===== src/rtl/onewire_pkg.sv =====
// Shared definitions for the byte-level 1-Wire controller: command encodings,
// controller states and default slot timing (all in clk cycles).
package onewire_pkg;

    typedef enum logic [1:0] {
        OP_RESET = 2'b00,
        OP_WRITE = 2'b01,
        OP_READ  = 2'b10,
        OP_NOP   = 2'b11
    } cmd_op_e;

    typedef enum logic [2:0] {
        ST_IDLE,
        ST_RST_LOW,
        ST_RST_HIGH,
        ST_SLOT,
        ST_DONE
    } state_e;

    localparam int DEF_T_RST_LOW  = 480;
    localparam int DEF_T_RST_HIGH = 480;
    localparam int DEF_T_PRES     = 70;
    localparam int DEF_T_SLOT     = 60;
    localparam int DEF_T_REC      = 2;
    localparam int DEF_T_LOW_W1   = 6;
    localparam int DEF_T_LOW_W0   = 56;
    localparam int DEF_T_LOW_R    = 2;
    localparam int DEF_T_SAMPLE   = 12;
    localparam int DEF_CNT_W      = 10;

endpackage


===== src/rtl/onewire_if.sv =====
// Host-side command/response bundle of the 1-Wire controller.
interface onewire_if;
    import onewire_pkg::*;

    logic       cmd_valid;
    logic       cmd_ready;
    cmd_op_e    cmd_op;
    logic [7:0] cmd_data;
    logic       rsp_valid;
    logic [7:0] rsp_data;
    logic       rsp_presence;
    logic       busy;

    modport master (
        output cmd_valid, cmd_op, cmd_data,
        input  cmd_ready, rsp_valid, rsp_data, rsp_presence, busy
    );

    modport slave (
        input  cmd_valid, cmd_op, cmd_data,
        output cmd_ready, rsp_valid, rsp_data, rsp_presence, busy
    );

endinterface


===== src/rtl/onewire_slot.sv =====
// Single 1-Wire bit-slot generator: drives the low phase, samples a read bit
// and flags the last cycle of the slot (including recovery).
module onewire_slot #(
    parameter int T_SLOT   = 60,
    parameter int T_REC    = 2,
    parameter int T_LOW_W1 = 6,
    parameter int T_LOW_W0 = 56,
    parameter int T_LOW_R  = 2,
    parameter int T_SAMPLE = 12,
    parameter int CNT_W    = 10
) (
    input  logic clk,
    input  logic reset,
    input  logic start,
    input  logic is_read,
    input  logic wbit,
    input  logic dq_in,
    output logic dq_oe,
    output logic done,
    output logic rbit
);

    localparam int SLOT_LEN = T_SLOT + T_REC;

    logic [CNT_W-1:0] cnt_reg;
    logic [CNT_W-1:0] low_len;
    logic             active_reg;
    logic             is_read_reg;
    logic             wbit_reg;
    logic             rbit_reg;

    always_comb begin
        low_len = CNT_W'(T_LOW_W0);
        if (is_read_reg) begin
            low_len = CNT_W'(T_LOW_R);
        end else if (wbit_reg) begin
            low_len = CNT_W'(T_LOW_W1);
        end
    end

    assign dq_oe = active_reg && (cnt_reg < low_len);
    assign done  = active_reg && (cnt_reg == CNT_W'(SLOT_LEN - 1));
    assign rbit  = rbit_reg;

    // A start coinciding with done chains the next slot with no idle cycle.
    always_ff @(posedge clk) begin
        if (reset) begin
            cnt_reg     <= '0;
            active_reg  <= 1'b0;
            is_read_reg <= 1'b0;
            wbit_reg    <= 1'b0;
            rbit_reg    <= 1'b0;
        end else begin
            if (start) begin
                cnt_reg     <= '0;
                active_reg  <= 1'b1;
                is_read_reg <= is_read;
                wbit_reg    <= wbit;
            end else if (done) begin
                cnt_reg    <= '0;
                active_reg <= 1'b0;
            end else if (active_reg) begin
                cnt_reg <= cnt_reg + CNT_W'(1);
            end
            if (active_reg && is_read_reg && (cnt_reg == CNT_W'(T_SAMPLE))) begin
                rbit_reg <= dq_in;
            end
        end
    end

endmodule


===== src/rtl/onewire_ctrl.sv =====
// Byte-level 1-Wire controller: sequences reset/presence, write-byte and
// read-byte transactions on an open-drain DQ line.
module onewire_ctrl
    import onewire_pkg::*;
#(
    parameter int T_RST_LOW  = DEF_T_RST_LOW,
    parameter int T_RST_HIGH = DEF_T_RST_HIGH,
    parameter int T_PRES     = DEF_T_PRES,
    parameter int T_SLOT     = DEF_T_SLOT,
    parameter int T_REC      = DEF_T_REC,
    parameter int T_LOW_W1   = DEF_T_LOW_W1,
    parameter int T_LOW_W0   = DEF_T_LOW_W0,
    parameter int T_LOW_R    = DEF_T_LOW_R,
    parameter int T_SAMPLE   = DEF_T_SAMPLE,
    parameter int CNT_W      = DEF_CNT_W
) (
    input  logic      clk,
    input  logic      reset,
    onewire_if.slave  bus,
    output logic      dq_oe,
    input  logic      dq_in
);

    if (!(T_LOW_R < T_SAMPLE && T_SAMPLE < T_SLOT && T_LOW_W1 < T_LOW_W0 &&
          T_LOW_W0 <= T_SLOT && T_PRES < T_RST_HIGH)) begin : g_bad_timing
        $error("onewire_ctrl: illegal timing parameter combination");
    end
    if (T_RST_LOW >= 2**CNT_W || T_RST_HIGH >= 2**CNT_W ||
        T_SLOT + T_REC >= 2**CNT_W) begin : g_bad_cnt_w
        $error("onewire_ctrl: CNT_W too narrow for timing parameters");
    end

    state_e           state_reg, state_next;
    cmd_op_e          op_reg;
    logic [7:0]       wdata_reg;
    logic [7:0]       shadow_reg;
    logic [7:0]       shadow_merged;
    logic [7:0]       rsp_data_reg;
    logic             rsp_presence_reg;
    logic [CNT_W-1:0] rst_cnt_reg;
    logic [2:0]       bit_idx_reg;

    logic accept;
    logic slot_start, slot_is_read, slot_wbit;
    logic slot_dq_oe, slot_done, slot_rbit;

    assign accept = bus.cmd_valid && (state_reg == ST_IDLE);

    // On acceptance the first slot must start in the same edge, so its
    // parameters come straight from the bus instead of the latched copy.
    always_comb begin
        state_next   = state_reg;
        slot_start   = 1'b0;
        slot_is_read = (op_reg == OP_READ);
        slot_wbit    = wdata_reg[bit_idx_reg + 3'd1];
        unique case (state_reg)
            ST_IDLE: begin
                if (accept) begin
                    slot_is_read = (bus.cmd_op == OP_READ);
                    slot_wbit    = bus.cmd_data[0];
                    unique case (bus.cmd_op)
                        OP_RESET: state_next = ST_RST_LOW;
                        OP_WRITE, OP_READ: begin
                            state_next = ST_SLOT;
                            slot_start = 1'b1;
                        end
                        default: state_next = ST_DONE;
                    endcase
                end
            end
            ST_RST_LOW: begin
                if (rst_cnt_reg == CNT_W'(T_RST_LOW - 1)) state_next = ST_RST_HIGH;
            end
            ST_RST_HIGH: begin
                if (rst_cnt_reg == CNT_W'(T_RST_HIGH - 1)) state_next = ST_DONE;
            end
            ST_SLOT: begin
                if (slot_done) begin
                    if (bit_idx_reg == 3'd7) state_next = ST_DONE;
                    else                     slot_start = 1'b1;
                end
            end
            ST_DONE: state_next = ST_IDLE;
            default: state_next = ST_IDLE;
        endcase
    end

    genvar gi;
    for (gi = 0; gi < 8; gi++) begin : g_shadow
        assign shadow_merged[gi] = (bit_idx_reg == 3'(gi)) ? slot_rbit : shadow_reg[gi];
    end

    always_ff @(posedge clk) begin
        if (reset) begin
            state_reg        <= ST_IDLE;
            op_reg           <= OP_NOP;
            wdata_reg        <= '0;
            shadow_reg       <= '0;
            rsp_data_reg     <= '0;
            rsp_presence_reg <= 1'b0;
            rst_cnt_reg      <= '0;
            bit_idx_reg      <= '0;
        end else begin
            state_reg <= state_next;
            if (accept) begin
                op_reg     <= bus.cmd_op;
                wdata_reg  <= bus.cmd_data;
                shadow_reg <= '0;
            end
            if (state_next != state_reg) begin
                rst_cnt_reg <= '0;
                bit_idx_reg <= '0;
            end else begin
                rst_cnt_reg <= rst_cnt_reg + CNT_W'(1);
                if (slot_done) bit_idx_reg <= bit_idx_reg + 3'd1;
            end
            if ((state_reg == ST_SLOT) && slot_done && (op_reg == OP_READ)) begin
                shadow_reg <= shadow_merged;
                if (bit_idx_reg == 3'd7) rsp_data_reg <= shadow_merged;
            end
            if ((state_reg == ST_RST_HIGH) && (rst_cnt_reg == CNT_W'(T_PRES))) begin
                rsp_presence_reg <= ~dq_in;
            end
        end
    end

    onewire_slot #(
        .T_SLOT   (T_SLOT),
        .T_REC    (T_REC),
        .T_LOW_W1 (T_LOW_W1),
        .T_LOW_W0 (T_LOW_W0),
        .T_LOW_R  (T_LOW_R),
        .T_SAMPLE (T_SAMPLE),
        .CNT_W    (CNT_W)
    ) u_slot (
        .clk     (clk),
        .reset   (reset),
        .start   (slot_start),
        .is_read (slot_is_read),
        .wbit    (slot_wbit),
        .dq_in   (dq_in),
        .dq_oe   (slot_dq_oe),
        .done    (slot_done),
        .rbit    (slot_rbit)
    );

    assign bus.cmd_ready    = (state_reg == ST_IDLE);
    assign bus.busy         = (state_reg != ST_IDLE);
    assign bus.rsp_valid    = (state_reg == ST_DONE);
    assign bus.rsp_data     = rsp_data_reg;
    assign bus.rsp_presence = rsp_presence_reg;
    assign dq_oe            = (state_reg == ST_RST_LOW) || slot_dq_oe;

endmodule


===== src/flat_wrapper.sv =====
// flat-port wrapper written by rule: the top's interface ports become plain ports
module onewire_ctrl_flat import onewire_pkg::*;
#(
    parameter int T_RST_LOW  = DEF_T_RST_LOW,
    parameter int T_RST_HIGH = DEF_T_RST_HIGH,
    parameter int T_PRES     = DEF_T_PRES,
    parameter int T_SLOT     = DEF_T_SLOT,
    parameter int T_REC      = DEF_T_REC,
    parameter int T_LOW_W1   = DEF_T_LOW_W1,
    parameter int T_LOW_W0   = DEF_T_LOW_W0,
    parameter int T_LOW_R    = DEF_T_LOW_R,
    parameter int T_SAMPLE   = DEF_T_SAMPLE,
    parameter int CNT_W      = DEF_CNT_W
)
  (clk, reset, dq_oe, dq_in, bus_cmd_valid, bus_cmd_op, bus_cmd_data, bus_cmd_ready, bus_rsp_valid, bus_rsp_data, bus_rsp_presence, bus_busy);
  onewire_if bus_i ();
  input  logic clk;
  input  logic reset;
  output logic dq_oe;
  input  logic dq_in;
  input wire logic [$bits(bus_i.cmd_valid)-1:0] bus_cmd_valid;
  input wire logic [$bits(bus_i.cmd_op)-1:0] bus_cmd_op;
  input wire logic [$bits(bus_i.cmd_data)-1:0] bus_cmd_data;
  output wire logic [$bits(bus_i.cmd_ready)-1:0] bus_cmd_ready;
  output wire logic [$bits(bus_i.rsp_valid)-1:0] bus_rsp_valid;
  output wire logic [$bits(bus_i.rsp_data)-1:0] bus_rsp_data;
  output wire logic [$bits(bus_i.rsp_presence)-1:0] bus_rsp_presence;
  output wire logic [$bits(bus_i.busy)-1:0] bus_busy;
  assign bus_i.cmd_valid = bus_cmd_valid;
  assign bus_i.cmd_op = bus_cmd_op;
  assign bus_i.cmd_data = bus_cmd_data;
  assign bus_cmd_ready = bus_i.cmd_ready;
  assign bus_rsp_valid = bus_i.rsp_valid;
  assign bus_rsp_data = bus_i.rsp_data;
  assign bus_rsp_presence = bus_i.rsp_presence;
  assign bus_busy = bus_i.busy;
  onewire_ctrl #(.T_RST_LOW(T_RST_LOW), .T_RST_HIGH(T_RST_HIGH), .T_PRES(T_PRES), .T_SLOT(T_SLOT), .T_REC(T_REC), .T_LOW_W1(T_LOW_W1), .T_LOW_W0(T_LOW_W0), .T_LOW_R(T_LOW_R), .T_SAMPLE(T_SAMPLE), .CNT_W(CNT_W)) u_core (.clk(clk), .reset(reset), .bus(bus_i), .dq_oe(dq_oe), .dq_in(dq_in));
endmodule

===== config.mk =====
export PLATFORM = sky130hd
export DESIGN_NAME = onewire_ctrl_flat
export DESIGN_NICKNAME = d
export VERILOG_FILES = /design/src/rtl/onewire_pkg.sv /design/src/rtl/onewire_if.sv /design/src/rtl/onewire_slot.sv /design/src/rtl/onewire_ctrl.sv /design/src/flat_wrapper.sv
export SDC_FILE = /design/constraint.sdc
export NUM_CORES = 1
export LEC_CHECK = 0
export BUFFER_PORTS_ARGS = -buffer_cell sky130_fd_sc_hd__buf_2
export CAP_MARGIN = 30
export CORE_UTILIZATION = 46
export CTS_CLUSTER_DIAMETER = 120
export DETAILED_ROUTE_END_ITERATION = 10
export PLACE_DENSITY = 0.74
export RECOVER_POWER = 100
export SETUP_SLACK_MARGIN = 0.2
export SYNTH_ARGS = -nofsm -noshare
export SYNTH_HDL_FRONTEND = slang
export SYNTH_SLANG_ARGS = --single-unit

===== constraint.sdc =====
create_clock -name clk -period 5 [get_ports clk]
set_input_delay 0.75 -clock clk [delete_from_list [all_inputs] [get_ports clk]]
set_output_delay 0.75 -clock clk [all_outputs]
set_load 0.01 [all_outputs]

# Word level (Yosys, flattened, before mapping)
# Index checks and enable logic that the tools add are counted.
[op_classes]
mul = 0
n_reduce_logical = 19
n_addsub = 3
eq_ne = 19
shift = 0
div_mod_pow = 0
bitwise = 1
mux = 32
n_lt_le_gt_ge = 2
[op_table]
columns = ["cell", "count"]
rows = [
  ["adder 10 x 1 -> 10 bit (second input constant)", 2],
  ["two-way mux 1 bit", 19],
  ["two-way mux 8 bit", 2],
  ["== test 3 bit (second input constant)", 5],
  ["two-way mux 3 bit", 5],
  ["== test 3 x 2 -> 1 bit (second input constant)", 4],
  ["two-way mux 6 bit", 2],
  ["case mux 3 bit (4 select lines)", 1],
  ["== test 10 x 4 -> 1 bit (second input constant)", 1],
  ["== test 10 x 6 -> 1 bit (second input constant)", 1],
  ["== test 10 x 7 -> 1 bit (second input constant)", 1],
  ["== test 10 x 9 -> 1 bit (second input constant)", 1],
  ["less-than comparator 10 x 6 -> 1 bit", 1],
  ["logical AND 1 bit", 8],
  ["== test 3 x 1 -> 1 bit (second input constant)", 2],
  ["zero test 3 bit", 2],
  ["case mux 3 bit (2 select lines)", 1],
  ["== test 2 bit (second input constant)", 2],
  ["less-than comparator 3 x 4 -> 1 bit (second input constant)", 1],
  ["nonzero test 2 bit", 2],
  ["OR reduction 2 bit", 2],
  ["adder 3 x 1 -> 3 bit (second input constant)", 1],
  ["binary-select mux 1 bit (select 3 bit)", 1],
  ["inequality test 3 bit", 1],
  ["other kinds (8)", 8],
]
[totals]
latch_bits = 0
regBits = 57
mem_count = 0
mem_bits_ro = 0
elab_cells = 89
out_inout_bits = 13
ram_bits = 0
input_bits = 14

# Logic depth before layout (Yosys ltp)
[logic_depth]
word_depth = 7
depth_mapped = 7
ltp_nobuf = 6

# By module
# A second synthesis with hierarchy kept.
[unflattened]
cells_unflattened = 323
hier_area_um2 = 3026.7
[by_module_without_submodules]
columns = ["mod", "seq_area_each_um2", "area_each_um2", "instances", "cells_per_inst"]
rows = [
  ["onewire_ctrl", 840.8, 2249.7, 1, 237],
  ["onewire_slot", 280.3, 777.0, 1, 86],
]

# Least setup slack after synthesis
# No wires, ideal clock.
[synth_path]
kind = "reg2out"
startpoint = "register u_core.u_slot.cnt_reg[6]"
endpoint = "output port dq_oe"
stages_incl_launch_ff = 5
n_path_buf = 0
t_arrival_ps = 1430
required_time_ps = 4250
slack_ps = 2820
path_cell_list = "dfxtp_1 > or4_4 > nor3b_1 > a21oi_1 > a41oi_1"
[synth_between]
elab_chain_len = 3
[synth_lines]
columns = ["item", "line", "source"]
rows = [
  ["start, declared", "onewire_slot.sv:25", "logic [CNT_W-1:0] cnt_reg;"],
  ["start signal, assigned", "onewire_slot.sv:63", "cnt_reg <= cnt_reg + CNT_W'(1);"],
  ["less-than comparator 10 x 6 -> 1 bit", "onewire_slot.sv:41", "assign dq_oe = active_reg && (cnt_reg < low_len);"],
  ["logical AND 1 bit", "onewire_slot.sv:41", ""],
  ["logical OR 1 bit", "onewire_ctrl.sv:152", "assign dq_oe = (state_reg == ST_RST_LOW) || slot_dq_oe;"],
  ["end, declared", "flat_wrapper.sv:19", "output logic dq_oe;"],
]
# No other way between the ends.

# Worst setup path after layout
[layout_path]
startpoint = "register u_core.bit_idx_reg[0]"
endpoint = "register u_core.rst_cnt_reg[8]"
[layout_between]
elab_chain_len = 6
[layout_lines]
columns = ["item", "line", "source"]
rows = [
  ["start, declared", "onewire_ctrl.sv:41", "logic [2:0] bit_idx_reg;"],
  ["start signal, assigned", "onewire_ctrl.sv:115", "if (slot_done) bit_idx_reg <= bit_idx_reg + 3'd1;"],
  ["== test 3 bit", "onewire_ctrl.sv:79", "if (bit_idx_reg == 3'd7) state_next = ST_DONE;"],
  ["two-way mux 3 bit", "onewire_ctrl.sv:79", ""],
  ["two-way mux 3 bit", "onewire_ctrl.sv:78", "if (slot_done) begin"],
  ["case mux 3 bit (4 select lines)", "onewire_ctrl.sv:56", "unique case (state_reg)"],
  ["inequality test 3 bit", "onewire_ctrl.sv:110", "if (state_next != state_reg) begin"],
  ["OR reduction 2 bit (no source line)", "n/a", ""],
  ["end signal, assigned", "onewire_ctrl.sv:114", "rst_cnt_reg <= rst_cnt_reg + CNT_W'(1);"],
  ["end, declared", "onewire_ctrl.sv:40", "logic [CNT_W-1:0] rst_cnt_reg;"],
]
# No other way between the ends.
# A chain may end at the register's enable or synchronous reset.

==> metrics.md <==
| Metric | Value |
|---|---|
| GR peak layer | `met2` |
| Mean post-synth cell area | `8.81 um2` |
| Syn_nets | `367` |
| DRC Markers | `0` |
| Flip-flop and latch count after synthesis | `56` |
| Post-synthesis instance total | `336` |
| Ys flop type | `dfxtp_1` |
| Gate power share | `0.136` |
| Input/output buffers | `26` |
| Initial antenna violation count | `0` |
| Max IR drop VDD | `0.000168 V` |
| Unrepaired setup endpoints after global routing | `no` |
| Fraction of layout cells with a size suffix above 1 | `0.0845` |
| IO Pins | `27` |
| M3 GR Usage | `0.0396` |
| Sw frac | `0.273` |
| Total congestion overflow | `0` |
| Initial Util | `0.488` |
| Die area | `6760 um2` |
| Clk pin slew, worst setup/hold paths | `0.10 ns` |
| Worst Setup Slack, final | `1.59 ns` |
| WL/cell | `14.7 um` |
| Failing checks | `capacitance limit, slew limit` |
| Outcome | `complete, but fails checks` |
| Most common cell after layout, fill and taps aside | `dfxtp_1` |
| Clk sinks | `56` |
| CP arrival | `3.53 ns` |
| DRT Wirelength | `6320 um` |
| Initial DRC Count | `193` |
| Max Freq | `293 MHz` |
| Worst slew margin | `-0.272` |
| Most frequent cells in the layout | `dfxtp_1, nand2_1, nor2_1` |
| CTS tree | `yes` |
| Crit path kind | `reg -> reg` |
| Cell-internal power | `0.000619 W` |
| Period utilisation layout | `0.683` |
| Antenna Nets Post-Route | `0` |
| TritonRoute pass-1 iters | `4` |
| Total number of vias | `2454` |
| Worst path required time | `5.11 ns` |
| Buffer depth of the longest clock path | `2` |
| Cell Area, Synth | `2960 um2` |
| Die Y | `82.2 um` |
| First-pass GRT wire length | `10500 um` |
| Number of max-cap violations | `1` |
| Pwr/cell area | `269 nW/um2` |
| Dpl cell area | `3130 um2` |
| Sequential Power Share | `0.564` |
| Final setup viols | `0` |
| Skew-Pair Late Insertion Delay | `0.31 ns` |
| Post-Layout Cell Count | `430` |
| Ant. Diodes | `0` |
| Post-synth EDFFs | `0` |
| Std cell rows | `28` |
| Asr flop ratio synth | `0` |
| Synth cell types | `51` |
| Setup bufs post-CTS | `0` |
| CTS Buf Count | `5` |
| Hpwl dp | `4500 um` |
| Layout area overhead | `6.72%` |
| Grt met1 use | `0.278` |
| Worst-margin pin slew | `1.90 ns` |
| Proportion of power drawn by the clock network | `0.300` |
| Cells after DPL | `421` |
| Max-slew violations | `11` |
| Final setup TNS | `0 ns` |
| Clk root buf | `clkbuf_8` |
| Worst slack at placement | `2.30 ns` |
| Yosys warns | `0` |
| Fin. Hold Viols | `0` |
| Vias per std cell | `5.71` |
| Final Skew | `0.0121 ns` |
| Die Wd | `82.2 um` |
| Final Cell Area | `3160 um2` |
| Post-CTS sizing | `0` |
| Pin count of the biggest net entering global routing | `33` |
| Hold/Removal Path Class | `reg -> reg` |
| Final Wtd Congestion | `0.805` |
| Worst Path Max Fanout | `13` |
| Number of hold buffers added after CTS | `0` |
| Setup crit end kind | `register` |
| Core area | `6060 um2` |
| GRT met2 Usage | `0.336` |
| Pleak | `1.14 nW` |
| Fin crit period | `3.41 ns` |
| H-tree depth | `2` |
| Net switching power | `0.000232 W` |
| Layout net count | `385` |
| Worst setup SP type | `register` |
| Sequential area share after synthesis | `0.379` |
| Total Power | `0.000851 W` |
| GRT Util Overall | `0.205` |
| Number of global-route vias before repair | `2180` |
==> metrics by stage <==
step | hold slack (ns) | utilization
6_report | 0.468 | 0.521
4_1_cts | 0.470 | 0.531
5_1_grt | 0.488 | 0.521
2_1_floorplan | 0.433 | -
3_3_place_gp | 0.442 | 0.516
3_5_place_dp | 0.455 | 0.516
==> cell type report <==
cell class                 instances  area [um2]
fill                             606        2900
multi-input combinational        250        1680
sequential                        56        1120
timing repair buffer              28         125
tap                               75        93.8
clock buffer                       8        90.1
inverter                          13        48.8
==> kinds of logic after synthesis <==
family | share of synthesized area
AO/OA/AOI/OAI | 0.139
flip-flops | 0.379
multiplexers | 0.0541
XOR/XNOR | 0.0503
AND/OR/NAND/NOR | 0.266
adder cells (fa/ha/maj) | 0.0719
buffers and inverters | 0.0397
==> synthesized netlist by cell type (2+ instances only) <==
cell / instances / area share
a211o_1: 3 / 0.0089
a211oi_1: 5 / 0.013
a21o_1: 2 / 0.0051
a21oi_1: 20 / 0.034
a311oi_1: 4 / 0.012
a31oi_1: 8 / 0.017
and2_1: 3 / 0.0063
and3_1: 4 / 0.0085
and4_1: 3 / 0.0089
buf_2: 4 / 0.0068
clkbuf_1: 13 / 0.016
dfxtp_1: 56 / 0.38
ha_1: 17 / 0.072
inv_1: 13 / 0.016
mux2_2: 3 / 0.011
mux2i_1: 7 / 0.024
mux4_2: 2 / 0.015
nand2_1: 39 / 0.049
nand2b_1: 3 / 0.0063
nand3_1: 14 / 0.024
nand4_1: 11 / 0.023
nor2_1: 21 / 0.027
nor2b_1: 6 / 0.013
nor3_1: 16 / 0.027
nor3b_1: 3 / 0.0076
nor4_1: 3 / 0.0063
nor4b_1: 2 / 0.0059
nor4bb_1: 2 / 0.0068
o211ai_1: 8 / 0.020
o21ai_0: 3 / 0.0051
or3_1: 3 / 0.0063
xnor2_1: 7 / 0.021
xor2_1: 10 / 0.030
==> final timing paths <==
check                                end                    from  cells after the start  slack (ns)
setup / recovery   u_core.rst_cnt_reg[8]   u_core.bit_idx_reg[0]                      5        1.59
hold / removal    u_core.bus.rsp_data[7]  u_core.bus.rsp_data[7]                      2        0.47
setup reg to reg   u_core.rst_cnt_reg[8]   u_core.bit_idx_reg[0]                      5        1.59
hold reg to reg   u_core.bus.rsp_data[7]  u_core.bus.rsp_data[7]                      2        0.47
==> worst max-delay path, stage by stage, from the launching register on <==
cell,delay [ns]
dfxtp_1,0.47
ha_1,0.22
ha_1,0.47
nand4_1,0.26
a2111oi_1,1.65
nor3_1,0.15
==> metal layers <==
| layer | share of wire | wire, um |
|---|---|---|
| met5 | 0 | 0 |
| met4 | 0.0092 | 58 |
| met3 | 0.042 | 265 |
| met2 | 0.46 | 2900 |
| met1 | 0.49 | 3100 |
==> power by group through the flow <==
stage	combinational, W	sequential [W]	clock [W]
2_1_floorplan	0.0000944	0.000480	0
3_3_place_gp	0.000118	0.000488	0
3_5_place_dp	0.000120	0.000490	0
4_1_cts	0.000121	0.000479	0.000263
5_1_grt	0.000130	0.000482	0.000277
6_report	0.000115	0.000480	0.000255
No activity file was read; power rests on OpenSTA's default activity.
